File: config.mk
export PLATFORM = sky130hd
export DESIGN_NAME = commit_pred_tx
export DESIGN_NICKNAME = d
export VERILOG_FILES = /design/src/rtl/commit_pred_tx.sv
export SDC_FILE = /design/constraint.sdc
export NUM_CORES = 1
export LEC_CHECK = 0
export CORE_MARGIN = 3
export CORE_UTILIZATION = 46
export DETAILED_ROUTE_END_ITERATION = 10
export PLACE_DENSITY = 0.71
export SLEW_MARGIN = 10
export SYNTH_ARGS = -nofsm -noshare
export SYNTH_HDL_FRONTEND = slang
export SYNTH_SLANG_ARGS = --single-unit
export TNS_END_PERCENT = 1
File: constraint.sdc
create_clock -name clk -period 4.75 [get_ports clk]
set_clock_uncertainty 0.2 [all_clocks]
set_input_delay 1.1875 -clock clk [delete_from_list [all_inputs] [get_ports clk]]
set_output_delay 1.1875 -clock clk [all_outputs]
set_load 0.02 [all_outputs]
File: src/rtl/commit_pred_tx.sv
// Commit-side branch predictor feeder: queues resolved control-flow commits toward
// the predictor update port and raises a registered redirect on mispredictions.
module commit_pred_tx #(
  parameter int DEPTH = 4
) (
  input  logic                       clk,
  input  logic                       rst,
  input  logic                       cm_valid,
  output logic                       cm_ready,
  input  logic [31:0]                cm_pc,
  input  logic                       cm_br,
  input  logic                       cm_jal,
  input  logic                       cm_taken,
  input  logic [31:0]                cm_target,
  input  logic                       cm_pred_taken,
  input  logic [31:0]                cm_pred_target,
  output logic                       upd_valid,
  input  logic                       upd_ready,
  output logic [31:0]                upd_pc,
  output logic [31:0]                upd_target,
  output logic                       upd_br,
  output logic                       upd_jal,
  output logic                       upd_taken,
  output logic                       mispredict,
  output logic [31:0]                redirect_pc,
  output logic [$clog2(DEPTH):0]     occupancy,
  output logic [31:0]                ctl_count,
  output logic [31:0]                mispred_count
);

  localparam int AW = $clog2(DEPTH);
  localparam logic [AW-1:0] PTR_ONE = 1;
  localparam logic [AW:0]   OCC_ONE = 1;
  localparam logic [AW:0]   OCC_FULL = (AW+1)'(DEPTH);

  // Entry layout: {pc, target, br, jal, taken}
  logic [66:0]   mem_q [DEPTH];

  logic [AW-1:0] wr_ptr_q, wr_ptr_d;
  logic [AW-1:0] rd_ptr_q, rd_ptr_d;
  logic [AW:0]   occ_q, occ_d;
  logic          mispredict_q, mispredict_d;
  logic [31:0]   redirect_q, redirect_d;
  logic [31:0]   ctl_count_q, ctl_count_d;
  logic [31:0]   mispred_count_q, mispred_count_d;

  logic          push;
  logic          pop;
  logic          mis_det;
  logic [66:0]   head;

  assign cm_ready  = (occ_q != OCC_FULL);
  assign upd_valid = (occ_q != '0);
  assign push      = cm_valid && cm_ready && (cm_br || cm_jal);
  assign pop       = upd_valid && upd_ready;
  // Direction wrong, or taken to a different place than fetch assumed
  assign mis_det   = push && ((cm_taken != cm_pred_taken) ||
                              (cm_taken && (cm_target != cm_pred_target)));

  assign head       = mem_q[rd_ptr_q];
  assign upd_pc     = head[66:35];
  assign upd_target = head[34:3];
  assign upd_br     = head[2];
  assign upd_jal    = head[1];
  assign upd_taken  = head[0];

  always_comb begin
    wr_ptr_d        = wr_ptr_q;
    rd_ptr_d        = rd_ptr_q;
    occ_d           = occ_q;
    ctl_count_d     = ctl_count_q;
    mispred_count_d = mispred_count_q;
    mispredict_d    = mis_det;
    redirect_d      = redirect_q;
    if (push) begin
      wr_ptr_d    = wr_ptr_q + PTR_ONE;
      ctl_count_d = ctl_count_q + 32'd1;
    end
    if (pop) begin
      rd_ptr_d = rd_ptr_q + PTR_ONE;
    end
    if (push && !pop) begin
      occ_d = occ_q + OCC_ONE;
    end else if (!push && pop) begin
      occ_d = occ_q - OCC_ONE;
    end
    if (mis_det) begin
      mispred_count_d = mispred_count_q + 32'd1;
      redirect_d      = cm_taken ? cm_target : (cm_pc + 32'd4);
    end
  end

  always_ff @(posedge clk) begin
    if (rst) begin
      wr_ptr_q        <= '0;
      rd_ptr_q        <= '0;
      occ_q           <= '0;
      mispredict_q    <= 1'b0;
      redirect_q      <= '0;
      ctl_count_q     <= '0;
      mispred_count_q <= '0;
    end else begin
      wr_ptr_q        <= wr_ptr_d;
      rd_ptr_q        <= rd_ptr_d;
      occ_q           <= occ_d;
      mispredict_q    <= mispredict_d;
      redirect_q      <= redirect_d;
      ctl_count_q     <= ctl_count_d;
      mispred_count_q <= mispred_count_d;
    end
  end

  always_ff @(posedge clk) begin
    if (push && !rst) begin
      mem_q[wr_ptr_q] <= {cm_pc, cm_target, cm_br, cm_jal, cm_taken};
    end
  end

  assign mispredict    = mispredict_q;
  assign redirect_pc   = redirect_q;
  assign occupancy     = occ_q;
  assign ctl_count     = ctl_count_q;
  assign mispred_count = mispred_count_q;

endmodule

* Word level (Yosys, flattened, before mapping)
Memories as Yosys holds them, arrays and structs flattened. A register that Yosys moved wholly into a read port is not among the register bits. Index checks and enable logic that the tools add are counted.
Storage, ports and cells: register bits after elaboration 104, bits in latches 0, bits in writable memories 268, bits in read-only memories 0, bits of input ports 104, output and inout port bits 169, logic and storage cells 40, memories kept 1
Operators by class: add/sub/neg operators 7, $mul 0, divide/modulo/power cells 0, $lt $le $gt $ge 0, equal/unequal tests 3, shift-type cells 0, multiplexer cells 7, bitwise logic cells 0, reduce and logical (&&, ||, !) cells 15
Memories:
- mem_q | depth 4, width 67, read ports 1, clocked after memory_dff 1, wr ports 1, RTL line 37 | logic [66:0] mem_q [DEPTH];
Operators with widths (count):
- $add A32 B1 Y32 const B | 2
- $add A32 B3 Y32 const B | 1
- $mux W32 | 1
- $ne A32 B32 Y1 | 1
- $logic_and A1 B1 Y1 | 8
- $mux W3 | 2
- $add A2 B1 Y2 const B | 2
- $mux W2 | 2
- $add A3 B1 Y3 const B | 1
- $logic_not A1 Y1 | 3
- $ne A3 B3 Y1 const B | 1
- $reduce_bool A3 Y1 | 1
- $sub A3 B1 Y3 const B | 1
- $logic_or A1 B1 Y1 | 2
- $mux W1 | 2
- $reduce_bool A2 Y1 | 1
- $ne A1 B1 Y1 | 1

* Depth between registers and ports, before layout
depth after elaboration 7, gate-level depth with buffers 9, gate-level depth less buffers 8

* Worst setup path before layout
No wires, ideal clock.
kind input-to-reg, start point in rst, end point mem mem_q[1][0] (enable), library setup time 432 ps, arrival 3419 ps, data required time 4118 ps, slack 699 ps, cell stages on the path 4, buffers on the path 2, cells stage by stage clkbuf_1 > clkbuf_1 > nor3_1 > and2_1
On the way: longest elaborated chain between the ends 4
RTL lines:
- from (decl) | RTL line 7 | input logic rst,
- $logic_not A1 Y1 | RTL line 114 | if (push && !rst) begin
- $logic_and A1 B1 Y1 | RTL line 114
- $mux W1 | RTL line 114
- $mux W1 (implied by the code) | RTL line 115 | mem_q[wr_ptr_q] <= {cm_pc, cm_target, cm_br, cm_jal, cm_taken};
- to (decl) | RTL line 37
Every way passes these cells.

==> impl_summary.txt <==
----------------------------------------------------
[Timing]
  Fmax ... about 250 MHz
  Final-layout worst hold slack ... 0.278 ns
  Final critical-path share of the clock period ... 0.854
  Worst-Margin Slew ... between 0.9 and 1 ns
  Setup repair after global routing missed its margin ... no
  Min Tclk post-route ... 4.05 ns
  Final-report hold violation count ... 0
  Number of slew-limit violations in the final report ... 0
  Worst slew margin relative to its limit ... 0.346
  Setup total negative slack ... 0 ns
  Setup violations, final ... 0

[Final layout]
  Leading cell type in the layout, fill and taps excluded ... clkdlybuf4s50_1
  Layout Area Growth over Synthesis ... 28.9%
  Share of layout cells above drive strength 1 ... 0.115
  Ant diodes ... 0
  Nets ... about 1.5k
  Commonest cells after routing, fill and taps aside ... clkdlybuf4s50_1, edfxtp_1, dfxtp_1
  Post-layout util ... 0.603
  Final non-filler cell area ... between 20000 and 25000 um2

[Worst setup path]
  Maximum fanout encountered on the critical timing path ... 26
  Worst path arrival time ... around 2.7 ns
  Startpoint class of the critical path ... flop
  Dominant delay contributor by cell family on the critical path ... buffers and inverters
  Worst Setup Path Type ... flop to primary output
  Required arrival time at the worst endpoint ... approximately 3.4 ns
  CP max-delay cell ... mux4_2
  Peak per-stage delay on the critical path ... a little over 0.6 ns
  Critical Path, Cell by Cell ... buf_4 -> mux4_2 -> clkdlybuf4s50_1
  R2R depth ... 6
  Kind of end point of the critical path ... primary output
  Stages on worst setup path ... 3
  Crit path buffers/inverters ... 2

[Routing]
  DRT iter0 DRCs ... ~700
  Final routed DRC violation total ... 0
  Number of vias per cell after detailed routing ... approximately 5.6
  Vias after detailed routing ... between 10k and 15k
  Sum of routed wire length over all layers ... 42300 um
  Detail Route Antenna Nets ... 0
  Drt pass-1 iters ... 5
  Wire length per cell ... 22.6 um

[Clock network]
  Number of setup buffers added after CTS ... 0
  Total clock sinks ... between 300 and 400
  CTS clock-pin slew for the worst setup and hold paths ... 0.06 ns
  Worst-skew pair later-pin latency ... between 0.5 and 0.6 ns
  Gates resized, CTS repair ... 0
  Clock Tree Root ... clkbuf_16
  Clock tree from TritonCTS ... done
  Maximum clock path buffer count ... 3
  Count of H-tree levels built during CTS ... 2
  Hold-fix buffers at CTS ... 0
  Number of buffers created by CTS ... 40

[Yosys]
  Proportion of register bits with asynchronous set or reset after synthesis ... 0
  Dominant cell type by area after synthesis ... edfxtp_1
  Number of warnings printed during yosys synthesis ... 0
  Post-synth net total ... roughly 1.2k
  Largest cells by area after synthesis ... edfxtp_1, dfxtp_1, mux4_2, xnor2_1, xor2_1
  Synthesized instance count ... approximately 1.1k
  Synthesized area ... about 16000 um2
  Proportion of synthesized chip area in sequential cells ... 0.645
  Synthesis-stage register bit count ... between 300 and 400
  Area fraction of the dominant cell type after synthesis ... 0.510
  Post-synth cell types ... slightly above 50
  Primary FF master, synth ... edfxtp_1
  Average cell area after synthesis ... ~14 um2
  Number of flops mapped to enable cells by yosys ... roughly 270

[Global route]
  Overall track demand over capacity in global routing ... 0.231
  Global route overflow ... 0
  First-pass GRT wire length ... between 60000 and 70000 um
  Number of antenna violations at the first check in global routing ... 2
  Pin count of the biggest net entering global routing ... 93
  Via count of the first global-routing pass ... between 10k and 15k

[Placement]
  Standard cell area after detailed placement ... 19100 um2
  Port Buf Inserts ... 272
  Hpwl dp ... 28500 um
  Gpl congestion ... 0.844

[Worst hold path]
  Cell depth of the worst hold path ... 2
  Classification of the worst-slack hold path ... flop to flop

[Die]
  Vertical die dimension ... about 190 um
  Floorplan die width ... roughly 190 um
  I/O Pins ... 273
  Total core area ... 33700 um2
  Die ar. ... 36600 um2
  Cell Rows ... 67
  Initial core utilization ... 0.468

[Run status]
  Outcome ... completed

[Power]
  Total power density per cell area ... 435 nW/um2
  P_leak ... around 6.6 nW
  Worst supply voltage drop on vdd ... slightly below 0.3 mV

[Flow run]
  Max cap viols ... 0

----------------------------------------------------
## flip-flops by register name, indices dropped and copies added (netlist names), named ones only
signal,cells
ctl_count,32
mem_q,268
mispred_count,32
mispredict,1
occupancy,3
rd_ptr_q,2
redirect_pc,32
wr_ptr_q,2
## layout make-up
cell class	instances	area, um2
clock inverters	19	165
fillers	2657	13400
flip-flops and latches	374	10200
inverters	15	56.3
clock buffers	53	1090
well taps	448	561
multi-input cells	666	5310
repair buffers	296	2970
## path summary, 6_finish.rpt
check | slack (ns) | start | to
worst min-delay path | 0.28 | redirect_pc[4] | redirect_pc[4]
worst min register to register | 0.28 | redirect_pc[4] | redirect_pc[4]
worst max-delay path | 0.70 | flop | upd_target[21]
worst max register to register | 1.80 | mispred_count[9] | mispred_count[30]
## tightest hold or removal path, cell delays in order, from the launching register on
cell and delay (ns):
dfxtp_1 0.31, o21ai_0 0.07, a21oi_1 0.06
## synth_stat cells (2+ instances only)
| cell type | number |
|---|---|
| and3_1 | 14 |
| nor4_1 | 20 |
| and4_1 | 7 |
| and2_1 | 7 |
| o31ai_1 | 3 |
| a2111o_1 | 3 |
| o211ai_1 | 2 |
| buf_1 | 6 |
| a21oi_1 | 47 |
| mux2_1 | 19 |
| mux4_2 | 67 |
| buf_2 | 3 |
| clkbuf_1 | 54 |
| nor2_1 | 72 |
| o21a_1 | 2 |
| nand3_1 | 53 |
| inv_1 | 15 |
| nand2b_1 | 5 |
| edfxtp_1 | 268 |
| nand4_1 | 27 |
| o2111ai_1 | 8 |
| mux2_2 | 2 |
| nand2_1 | 48 |
| xor2_1 | 35 |
| o21ai_0 | 49 |
| nor4_2 | 2 |
| nor3_2 | 2 |
| o31a_1 | 3 |
| o21ai_1 | 12 |
| nor3_1 | 21 |
| or4_1 | 11 |
| dfxtp_1 | 106 |
| xnor2_1 | 51 |
| ha_1 | 8 |
| mux2i_1 | 5 |
| or3_1 | 20 |
| nor2b_1 | 25 |
| or4b_1 | 2 |
| a211oi_1 | 4 |
## through the flow
step                      std cells  worst slack (ns)  power, mW
after global routing           1871             0.539       9.20
after CTS                      1871             0.614       8.94
after floorplan                1120             0.699       4.98
after global placement         1799             0.443       5.92
final                          1871             0.696       8.85
after detailed placement       1799             0.386       5.94
## cell families (layout without fill, tap and decap cells)
logic type | count (synthesis) | after routing | share of synthesized area
compound gates | 136 | 136 | 0.0492
xor+xnor | 86 | 86 | 0.0477
fa+ha+maj | 9 | 9 | 0.00761
buf+inv | 80 | 383 | 0.0205
flops | 374 | 374 | 0.645
mux | 93 | 93 | 0.114
simple gates | 342 | 342 | 0.117
## per-layer routing
metal  wire length (um)  global-route usage
met1              17100               0.308
met2              19900               0.367
met3               3970              0.0682
met4               1310              0.0717
met5                  7                   0
## report_power, final
part	internal [mW]	switching, mW
clock	1.78	1.22
sequential	3.66	0.109
combinational	1.02	1.06
total	6.46	2.39
No activity file was read; power rests on OpenSTA's default activity.
